## src/rtl/bali_pkg.sv

```systemverilog
// Shared definitions for the bali bytecode sequencer: word widths, the
// supported JVM opcodes, FSM state encoding and the opcode decoder.
package bali_pkg;

  localparam int DATA_W = 32;
  localparam int IDX_W  = 8;

  localparam logic [7:0] NOP       = 8'h00;
  localparam logic [7:0] ICONST_M1 = 8'h02;
  localparam logic [7:0] ICONST_0  = 8'h03;
  localparam logic [7:0] ICONST_1  = 8'h04;
  localparam logic [7:0] ICONST_2  = 8'h05;
  localparam logic [7:0] ICONST_3  = 8'h06;
  localparam logic [7:0] ICONST_4  = 8'h07;
  localparam logic [7:0] ICONST_5  = 8'h08;
  localparam logic [7:0] BIPUSH    = 8'h10;
  localparam logic [7:0] SIPUSH    = 8'h11;
  localparam logic [7:0] LDC       = 8'h12;
  localparam logic [7:0] ILOAD     = 8'h15;
  localparam logic [7:0] ILOAD_0   = 8'h1a;
  localparam logic [7:0] ILOAD_1   = 8'h1b;
  localparam logic [7:0] ILOAD_2   = 8'h1c;
  localparam logic [7:0] ILOAD_3   = 8'h1d;
  localparam logic [7:0] ISTORE    = 8'h36;
  localparam logic [7:0] ISTORE_0  = 8'h3b;
  localparam logic [7:0] ISTORE_1  = 8'h3c;
  localparam logic [7:0] ISTORE_2  = 8'h3d;
  localparam logic [7:0] ISTORE_3  = 8'h3e;
  localparam logic [7:0] IADD      = 8'h60;
  localparam logic [7:0] ISUB      = 8'h64;
  localparam logic [7:0] GOTO      = 8'ha7;

  typedef enum logic [3:0] {
    IDLE, POP_A, WAIT_A, POP_B, WAIT_B, EXEC,
    LVA_REQ, LVA_WAIT, PUSH, WAIT_PUSH, DONE
  } state_t;

  // Execution path an opcode takes through the FSM
  typedef enum logic [2:0] {
    PATH_NONE,   // straight to DONE (nop, ldc, goto, unknown)
    PATH_PUSH,   // push an immediate
    PATH_LOAD,   // LVA read, then push
    PATH_STORE,  // pop, then LVA write
    PATH_ALU     // pop b, pop a, push a op b
  } path_t;

  typedef struct packed {
    path_t       path;
    logic [15:0] offset;  // PC increment reported with op_done
    logic [15:0] imm;     // immediate, sign-extended to DATA_W on push
    logic [7:0]  idx;     // local variable slot
    logic        sub;     // ALU subtracts instead of adds
    logic        ldc;     // pulse ldconst on completion
  } decode_t;

  function automatic decode_t decode(input logic [7:0] op,
                                     input logic [7:0] a1,
                                     input logic [7:0] a2);
    decode_t    d;
    logic [7:0] k;
    d.path   = PATH_NONE;
    d.offset = 16'd1;
    d.imm    = '0;
    d.idx    = '0;
    d.sub    = 1'b0;
    d.ldc    = 1'b0;
    // iconst_m1..iconst_5 push op-3; 8-bit wrap gives 0xFF for -1
    k = op - ICONST_0;
    case (op) inside
      NOP: ;
      [ICONST_M1:ICONST_5]: begin
        d.path = PATH_PUSH;
        d.imm  = {{8{k[7]}}, k};
      end
      BIPUSH: begin
        d.path   = PATH_PUSH;
        d.imm    = {{8{a1[7]}}, a1};
        d.offset = 16'd2;
      end
      SIPUSH: begin
        d.path   = PATH_PUSH;
        d.imm    = {a1, a2};
        d.offset = 16'd3;
      end
      LDC: begin
        d.ldc    = 1'b1;
        d.offset = 16'd2;
      end
      ILOAD: begin
        d.path   = PATH_LOAD;
        d.idx    = a1;
        d.offset = 16'd2;
      end
      [ILOAD_0:ILOAD_3]: begin
        d.path = PATH_LOAD;
        d.idx  = op - ILOAD_0;
      end
      ISTORE: begin
        d.path   = PATH_STORE;
        d.idx    = a1;
        d.offset = 16'd2;
      end
      [ISTORE_0:ISTORE_3]: begin
        d.path = PATH_STORE;
        d.idx  = op - ISTORE_0;
      end
      IADD: d.path = PATH_ALU;
      ISUB: begin
        d.path = PATH_ALU;
        d.sub  = 1'b1;
      end
      GOTO: d.offset = {a1, a2};
      default: ;
    endcase
    return d;
  endfunction

endpackage

```

## src/rtl/bytecode_control.sv

```systemverilog
// Single-opcode sequencer for the bali Java core. Decodes the opcode in
// IDLE, then drives the eval-stack and LVA units through one-cycle
// trigger / done handshakes and reports completion with a PC offset.
module bytecode_control #(
  parameter int DATA_W = bali_pkg::DATA_W,
  parameter int IDX_W  = bali_pkg::IDX_W
) (
  input  logic              clk,
  input  logic              rst_n,
  input  logic [7:0]        op_code,
  input  logic [7:0]        arg1,
  input  logic [7:0]        arg2,
  input  logic              lvadone,
  input  logic [DATA_W-1:0] lvaread,
  output logic [DATA_W-1:0] lvawrite,
  output logic [IDX_W-1:0]  lvaindex,
  output logic              lvaop,
  output logic              lvatrigger,
  output logic              lvamove,
  output logic [IDX_W-1:0]  lvamoveindex,
  input  logic              lvamovedone,
  output logic              evalpush,
  output logic              evaltrigger,
  input  logic [DATA_W-1:0] evalread,
  output logic [DATA_W-1:0] evalwrite,
  input  logic              evaldone,
  output logic              ldconst,
  output logic [15:0]       offset,
  output logic              op_done
);
  import bali_pkg::*;

  state_t            state;
  decode_t           dec;
  path_t             path_reg;
  logic [15:0]       offset_reg;
  logic [IDX_W-1:0]  idx_reg;
  logic              sub_reg;
  logic [DATA_W-1:0] operand_b_reg;

  // Frame-move ports are reserved: requests held low, done input unused
  logic unused_movedone;
  assign unused_movedone = lvamovedone;
  assign lvamove         = 1'b0;
  assign lvamoveindex    = '0;

  assign dec = decode(op_code, arg1, arg2);

  // Sequencer: all handshake outputs are registered; every request state
  // lasts exactly one cycle so triggers are single-cycle pulses
  always_ff @(posedge clk or negedge rst_n) begin
    if (!rst_n) begin
      state         <= IDLE;
      path_reg      <= PATH_NONE;
      offset_reg    <= '0;
      idx_reg       <= '0;
      sub_reg       <= 1'b0;
      operand_b_reg <= '0;
      lvawrite      <= '0;
      lvaindex      <= '0;
      lvaop         <= 1'b0;
      lvatrigger    <= 1'b0;
      evalpush      <= 1'b0;
      evaltrigger   <= 1'b0;
      evalwrite     <= '0;
      ldconst       <= 1'b0;
      offset        <= '0;
      op_done       <= 1'b0;
    end else begin
      evaltrigger <= 1'b0;
      lvatrigger  <= 1'b0;
      op_done     <= 1'b0;
      ldconst     <= 1'b0;
      case (state)
        IDLE: begin
          path_reg   <= dec.path;
          offset_reg <= dec.offset;
          idx_reg    <= IDX_W'(dec.idx);
          sub_reg    <= dec.sub;
          case (dec.path)
            PATH_PUSH: begin
              evalwrite   <= DATA_W'($signed(dec.imm));
              evalpush    <= 1'b1;
              evaltrigger <= 1'b1;
              state       <= PUSH;
            end
            PATH_LOAD: begin
              lvaindex   <= IDX_W'(dec.idx);
              lvaop      <= 1'b0;
              lvatrigger <= 1'b1;
              state      <= LVA_REQ;
            end
            PATH_STORE, PATH_ALU: begin
              evalpush    <= 1'b0;
              evaltrigger <= 1'b1;
              state       <= POP_A;
            end
            default: begin
              op_done <= 1'b1;
              offset  <= dec.offset;
              ldconst <= dec.ldc;
              state   <= DONE;
            end
          endcase
        end
        POP_A: state <= WAIT_A;
        WAIT_A: begin
          if (evaldone) begin
            if (path_reg == PATH_STORE) begin
              lvaindex   <= idx_reg;
              lvaop      <= 1'b1;
              lvawrite   <= evalread;
              lvatrigger <= 1'b1;
              state      <= LVA_REQ;
            end else begin
              // first pop is the right-hand operand b
              operand_b_reg <= evalread;
              evalpush      <= 1'b0;
              evaltrigger   <= 1'b1;
              state         <= POP_B;
            end
          end
        end
        POP_B: state <= WAIT_B;
        WAIT_B: begin
          if (evaldone) begin
            evalwrite   <= sub_reg ? (evalread - operand_b_reg)
                                   : (evalread + operand_b_reg);
            evalpush    <= 1'b1;
            evaltrigger <= 1'b1;
            state       <= EXEC;
          end
        end
        EXEC: state <= WAIT_PUSH;
        LVA_REQ: state <= LVA_WAIT;
        LVA_WAIT: begin
          if (lvadone) begin
            if (lvaop) begin
              op_done <= 1'b1;
              offset  <= offset_reg;
              state   <= DONE;
            end else begin
              evalwrite   <= lvaread;
              evalpush    <= 1'b1;
              evaltrigger <= 1'b1;
              state       <= PUSH;
            end
          end
        end
        PUSH: state <= WAIT_PUSH;
        WAIT_PUSH: begin
          if (evaldone) begin
            op_done <= 1'b1;
            offset  <= offset_reg;
            state   <= DONE;
          end
        end
        DONE: begin
          offset <= '0;
          state  <= IDLE;
        end
        default: state <= IDLE;
      endcase
    end
  end

endmodule

```

## config.mk

```make
export PLATFORM = sky130hd
export DESIGN_NAME = bytecode_control
export DESIGN_NICKNAME = d
export VERILOG_FILES = /design/src/rtl/bali_pkg.sv /design/src/rtl/bytecode_control.sv
export SDC_FILE = /design/constraint.sdc
export NUM_CORES = 1
export LEC_CHECK = 0
export CAP_MARGIN = 20
export CORE_ASPECT_RATIO = 0.6
export CORE_MARGIN = 2
export CORE_UTILIZATION = 50
export CTS_CLUSTER_DIAMETER = 80
export DETAILED_ROUTE_END_ITERATION = 8
export PLACE_DENSITY = 0.76
export SYNTH_ARGS = -nofsm -noshare
export SYNTH_HDL_FRONTEND = slang
export SYNTH_SLANG_ARGS = --single-unit
```

## constraint.sdc

```tcl
create_clock -name clk -period 10.2 [get_ports clk]
set_input_delay 1.02 -clock clk [delete_from_list [all_inputs] [get_ports clk]]
set_output_delay 1.02 -clock clk [all_outputs]
set_load 0.01 [all_outputs]
```

# Yosys cells after proc, flatten, opt, wreduce, memory -nomap -nowiden
# Index checks and enable logic that the tools add are counted.
# totals
input_bits,93
out_inout_bits,103
word_cells,186
reg_bits,158
# op_classes
add_sub_neg,5
mux,103
reduce_logical,20
eq_ne,35
magnitude_cmp,6
bitwise_logic,1
# op_table
op,n
$mux W16,20
$mux W32,5
$mux W8,12
$pmux W32 S3,1
$pmux W16 S4,1
$mux W1,38
$mux W3,12
$pmux W4 S9,1
$add A32 B32 Y32,1
$eq A8 B5 Y1 const B,4
$sub A32 B32 Y32,1
$ne A2 B2 Y1 const B,9
$eq A4 B3 Y1 const B,4
$eq A8 B7 Y1 const B,2
$mux W4,4
$pmux W8 S2,1
$eq A4 B4 Y1 const B,3
$pmux W4 S3,1
$reduce_and A5 Y1,2
$eq A3 B2 Y1 const B,3
$eq A4 B2 Y1 const B,2
$eq A8 B6 Y1 const B,1
$eq A8 B8 Y1 const B,1
$ge A8 B2 Y1 const B,1
other kinds (30),40

# Logic depth before layout (Yosys ltp)
# Gate-level depths: netlist of the first run.
# depth
depth_word,16
mapped_depth,16
ltp_nobuf,16

# Worst setup path before layout of the first run
# Ideal clock, no wire load.
# synth_timing
path_type,register -> register
from,register operand_b_reg[5]
to,register evalwrite[30]
t_arrival_ns,3.793
path_slack_ns,6.276
path_buffers,0
required_time_ns,10.069
period_less_slack_ns,3.924
path_stages_with_launch,16
cell_sequence,dfrtp_1 or4_4 nor4b_2 and3b_1 nand2_1 nor2_1 a21oi_1 xnor2_1 ha_1 nand4_1 or3_1 o211ai_1 o211ai_1 a21oi_1 nor3_1 or3_1
# synth_between
elab_chain_cells,4
word_cells_on_any_way,5
classes_between,add/sub: 2; mux: 3
# synth_rtl
element,line_no,text
from (decl),bytecode_control.sv:39,logic [DATA_W-1:0] operand_b_reg;
from (signal assigned),bytecode_control.sv:117,operand_b_reg <= evalread;
$add A32 B32 Y32 / $sub A32 B32 Y32 (equally long branches),"bytecode_control.sv:128, bytecode_control.sv:127",
$mux W32 (*),bytecode_control.sv:127,evalwrite <= sub_reg ? (evalread - operand_b_reg)
$mux W32 (*),bytecode_control.sv:126,if (evaldone) begin
$pmux W32 S3 (*),bytecode_control.sv:74,case (state)
to (signal assigned),bytecode_control.sv:82,evalwrite <= DATA_W'($signed(dec.imm));
to (signal assigned),bytecode_control.sv:127,
to (signal assigned),bytecode_control.sv:143,evalwrite <= lvaread;
to (decl),bytecode_control.sv:25,"output logic [DATA_W-1:0] evalwrite,"
# Every way passes the cells marked *; elsewhere a longest branch is shown, timed or not. The select of a mux whose other input is x is not followed.
# A chain may end at the register's enable or synchronous reset.

# Worst setup path after layout of the first run
# layout_timing
from,input port op_code[0]
to,register evalwrite[30]
# layout_between
elab_chain_cells,15
word_cells_on_any_way,38
classes_between,add/sub: 1; order compare: 6; eq/ne: 9; mux: 17; reduce/logical: 5
# layout_rtl
element,line_no,text
from (decl),bytecode_control.sv:10,"input logic [7:0] op_code,"
"parallel branches: the longest is 15 deep, another holds $ge A8 B6 Y1",n/a,
# Parallel ways; which one is timed is not known. The select of a mux whose other input is x is not followed.

==> out/qor.txt, run 1 <==
DRT iter0 DRCs: 867
Total CTS buffers: 17
Min-Delay Path Class: reg -> reg
Share of cells above drive strength 1: 0.1085
CP Data Required Time: 10.52 ns
Ys Warns: 0
HP Start: idx_reg[6]$_DFFE_PN0P_
Synth unique cells: 84
Final Worst Setup Slack: 5.401 ns
Worst skew pair latency: 0.44 ns
Router iterations before antenna repair: 5
Synth top area cells: dfrtp_1, mux2_2, a21oi_1, ha_1, nand2_1
Pwr/cell area: 281.9 mW/mm²
Clock root buffer: clkbuf_16
H-tree depth: 4
Area after DPL: 0.01184 mm²
Hold buffer count at cts: 0
Gpl congestion: 0.9425
Filler cells: 1587
Hpwl dp: 21.32 mm
Via-to-Cell Ratio: 5.891
Fin util: 0.6500
Post-CTS Repair Setup Buffers: 0
Seq/Total Area, Yosys: 0.4013
Top-area cell type share of the netlist area: 0.4013
Post-Syn Area per Cell: 9.080 µm²
Clk pwr share: 0.189
Chip Height: 112.7 µm
Area leader, netlist: dfrtp_1
Final net count: 1375
DR DRC count: 0
RR Startpoint: operand_b_reg[3]$_DFFE_PN0P_
Tmin final: 4.799 ns
Period utilization: 0.4705
Met3 WL: 2.697 mm
Drt total wl: 29.20 mm
CP Launch Point: op_code[0]
Yosys reg bits: 158
Clk buf depth: 2
Setup crit end kind: flop
Setup_tns: 0 ns
Crit start category: input pin
Max Slew Vio Count: 0
Switching power share of the total: 0.4116
Die Area: 0.02088 mm²
Final ANT Viol Nets: 0
CP Class: in -> reg
# clock sinks: 158
Core area: 0.01918 mm²
Design area: 0.01246 mm²
GRT overflow: 0
Combinational share of power: 0.516
Run status: finished, final reports clean
Reg power frac: 0.295
CTS tree: built
Synthesis-to-layout area growth: 26.52%
RSZ-0062 raised after global routing: false
Internal power: 2.067 mW
Resize count post-CTS: 0
Max Used Layer: met4
Commonest cells post-synth: dfrtp_1, nand2_1, a21oi_1
I/O Pins: 196
Initial Util: 0.5137
Psw: 1.446 mW
Pin count of the biggest net entering global routing: 101
Max IR drop VDD: 0.0001575 V
Met2 WL: 11.69 mm
Vias: 8955
Final Setup Violations: 0
Leakage dissipation: 5.284 nW
Die width: 185.2 µm
Initial antenna violation count: 0
Max Clk Rate: 208.4 MHz
Global-route usage over all layers: 0.2841
WL met1: 14.37 mm
Worst-margin pin slew: 1.037 ns
Post-synth EDFFs: 0
IO Port Bufs: 185
WL per Instance: 19.21 µm
Crit path DAT: 5.12 ns
Clock transition at the registers of the reported paths: 0.07 ns
Post-synth ARST share: 1.000
Final Hold Vio Count: 0
Core Rows: 39
First-pass GRT wire length: 45.81 mm
Vias in the first global route: 8281
Synthesized instance count: 1085
Maxcap violations: 0
Place WS: 5.114 ns
Synth Cell Area: 0.009852 mm²
Relative slew slack: 0.3063
N_diodes: 0
Top_reg_cell synth: dfrtp_1
Crit-path max FO: 66
Worst Skew: 0.01043 ns
Most numerous cell in the Yosys netlist: dfrtp_1
-- power by group through the flow --
stage                     sequential [mW]  combinational, mW  clock, mW
after floorplan                      1.06               1.15          0
after global placement               1.03               1.75          0
after detailed placement             1.04               1.78          0
after CTS                            1.03               1.79      0.670
after global routing                 1.06               2.00      0.704
final                                1.04               1.81      0.665
-- routing by layer --
metal,GRT usage,vias to the layer above
li1,-,4227
met1,0.4532,4303
met2,0.3815,396
met3,0.07113,29
met4,0.06508,0
met5,0,-
-- placed cells by master (no fill, tap or decap), types with 19 or more instances in the layout --
master	count
mux2_2	63
xnor2_1	46
a221oi_1	19
dfrtp_1	158
nor2_1	108
clkdlybuf4s50_1	184
a21oi_1	117
ha_1	40
a22oi_1	19
inv_1	25
nand2_1	118
nor3_1	19
o21ai_0	64
-- critical path, stage by stage --
cell and delay (ns):
clkdlybuf4s50_1 0.57, inv_1 0.23, ha_1 0.36, nand3b_1 0.15, or4b_4 0.56, a21boi_1 0.22
a311oi_2 0.47, a221oi_2 0.13, nor2_4 0.13, buf_4 0.57, mux2_2 0.40, or3_1 0.30
-- final cells by class --
cell class,instances,area [µm²],area share
Clock buffer,17,425.4,0.03413
Tap cell,266,332.8,0.02670
Sequential cell,158,3954,0.3172
Multi-Input combinational cell,841,5515,0.4425
Clock inverter,15,176.4,0.01415
Timing Repair Buffer,197,1963,0.1575
Inverter,26,97.59,0.007830
-- worst paths after layout --
kind                            cells after the start  slack (ns)                        end
worst max register to register                     15        5.41  evalwrite[30]$_DFFE_PN0P_
worst max-delay path                               12        5.40  evalwrite[30]$_DFFE_PN0P_
worst min-delay path                                2        0.48     idx_reg[6]$_DFFE_PN0P_
worst min register to register                      2        0.48     idx_reg[6]$_DFFE_PN0P_
max in group asynchronous                           2        8.23     idx_reg[4]$_DFFE_PN0P_
min in group asynchronous                           1        0.67   lvawrite[30]$_DFFE_PN0P_
-- logic make-up after synthesis --
family	share of synthesized area
other	0.0003806
xor gates and xnor gates	0.05055
adders and majority gates	0.05283
AOI/OAI and AO/OA	0.2140
muxes	0.07709
buffers and inverters	0.04381
and+or+nand+nor	0.1600
DFF	0.4013
-- stage by stage --
step	power, mW	std cells	hold WS, ns
floorplan	2.210	1093	0.4447
global placement	2.781	1487	0.4561
detailed placement	2.820	1487	0.4658
CTS	3.495	1519	0.4815
global route	3.764	1520	0.4991
finish	3.513	1520	0.4787
(Power assumes the default switching activity.)
==> inputs of run 2 (changes only) <==
- clock period: 10.2 -> 4.65 ns (I/O delays scaled with it)
==> run 2 against run 1 <==
Sequential cell count stayed put. Critical path depth is 3 higher. Combinational power rose by 120%. Non-clock buffer count increased by 9. Total power rose by 120%. Critical path type is now reg -> reg. Critical endpoint unchanged. Largest power group unchanged.
==> out/qor.txt, run 2 (synthesis results as in run 1) <==
Run status: finished, final reports clean
Met3 WL: 2.810 mm
Crit-path max FO: 6
RSZ-0062 raised after global routing: false
Crit start category: flop
Min-Delay Path Class: in -> async
Die Area: 0.02088 mm²
Worst Skew: 0.01447 ns
Most frequent cells in the layout: clkdlybuf4s50_1, dfrtp_1, nand2_1
Final net count: 1384
WL per Instance: 19.42 µm
Hold buffer count at cts: 0
Pin count of the biggest net entering global routing: 103
Router iterations before antenna repair: 9
Commonest non-fill, non-tap cell in the layout: clkdlybuf4s50_1
Worst skew pair latency: 0.45 ns
Gpl congestion: 0.9696
Vias in the first global route: 8456
Met2 WL: 12.07 mm
Core area: 0.01918 mm²
# clock sinks: 158
Worst hold margin: 0.1356 ns
H-tree depth: 4
Leakage dissipation: 5.329 nW
Max IR drop VDD: 0.0003413 V
CP Class: reg -> reg
Crit path max-delay family: simple AND/OR/NAND/NOR gates
First-pass GRT wire length: 47.00 mm
Total CTS buffers: 17
GRT overflow: 0
WL met1: 14.35 mm
CTS tree: built
Relative slew slack: 0.3088
Chip Height: 112.7 µm
Initial Util: 0.5137
Setup_tns: 0 ns
DRT iter0 DRCs: 984
Power Total: 7.748 mW
Placed Cells: 1497
Vias: 9111
Max Slew Vio Count: 0
Max Used Layer: met4
Tmin final: 4.448 ns
Via-to-Cell Ratio: 5.959
Final Hold Vio Count: 0
Setup crit end kind: flop
CP bufs+invs: 0
Non-Filler Instances: 1529
Worst-margin pin slew: 1.033 ns
CP Data Required Time: 4.98 ns
Cells along the critical path: or4_4 -> nor4b_4 -> and3b_2 -> and3b_4 -> nor2_1 -> xnor2_1 -> ha_1 -> a21o_1 -> a21o_1 -> a21oi_1 -> o211ai_1 -> o211ai_1 -> a21oi_1 -> o211a_1 -> or3_1
Crit path DAT: 4.77 ns
N_diodes: 0
Clk buf depth: 2
Global-route usage over all layers: 0.2920
Die width: 185.2 µm
Period utilization: 0.9566
Synthesis-to-layout area growth: 27.11%
DR DRC count: 0
I/O Pins: 196
Final Setup Violations: 0
Clock root buffer: clkbuf_16
Drt total wl: 29.70 mm
Reg2Reg Setup Slack: 0.20 ns
Initial antenna violation count: 0
CP max stage cell: or4_4
Share of cells above drive strength 1: 0.1164
Max Clk Rate: 224.8 MHz
Pwr/cell area: 618.7 mW/mm²
IO Port Bufs: 185
Maxcap violations: 0
CP max stage delay: 0.57 ns
Hpwl dp: 21.94 mm
Core Rows: 39
Clock transition at the registers of the reported paths: 0.07 ns
Final ANT Viol Nets: 0
-- run 2: changes by cell type in the layout (fill, tap and decap cells not counted), sizes merged --
cell,change
inv,+5
bufinv,-1
buf,+9
clkinvlp,-2
clkinv,-2
-- run 2: path summary, 6_finish.rpt --
path,end,from,cells after the start
max in group asynchronous,operand_b_reg[19]$_DFFE_PN0P_,rst_n,2
worst max-delay path,evalwrite[30]$_DFFE_PN0P_,operand_b_reg[3]$_DFFE_PN0P_,15
min in group clk,offset_reg[1]$_DFFE_PN0P_,offset_reg[1]$_DFFE_PN0P_,2
worst max register to register,evalwrite[30]$_DFFE_PN0P_,operand_b_reg[3]$_DFFE_PN0P_,15
worst min register to register,offset_reg[1]$_DFFE_PN0P_,offset_reg[1]$_DFFE_PN0P_,2
worst min-delay path,evaltrigger$_DFF_PN0_,rst_n,1
-- run 2: repair_timing --
item | in CTS | in global routing
hold endpoints to repair | 0 | 0
setup buffers | 0 | 0
setup endpoints to repair | 0 | 3
resized for setup | 0 | 2
-- run 2: layer usage --
layer	global-route usage	up-vias
li1	-	4234
met1	0.4546	4401
met2	0.3963	433
met3	0.07499	43
met4	0.08254	0
met5	0	-
-- run 2: final cells by class --
type | instances | area, µm²
fill | 1559 | 6654
multi-input combinational | 841 | 5523
sequential | 158 | 3954
timing repair buffer | 206 | 2023
clock buffer | 17 | 425.4
tap | 266 | 332.8
clock inverter | 15 | 167.7
inverter | 26 | 97.59
-- run 2: through the flow --
stage,area [µm²],utilization,setup WS [ns]
6_report,12520,0.6530,0.2018
3_5_place_dp,11920,0.6217,0.2398
4_1_cts,12520,0.6526,0.1648
5_1_grt,12520,0.6530,0.006471
2_1_floorplan,9882,-,0.7259
3_3_place_gp,11920,0.6217,0.3774
-- run 2: report_power, final --
part           switching (mW)  internal [mW]  total [mW]
clock                   0.672          0.770        1.44
sequential              0.423           1.86        2.28
combinational            2.14           1.88        4.02
total                    3.23           4.52        7.75
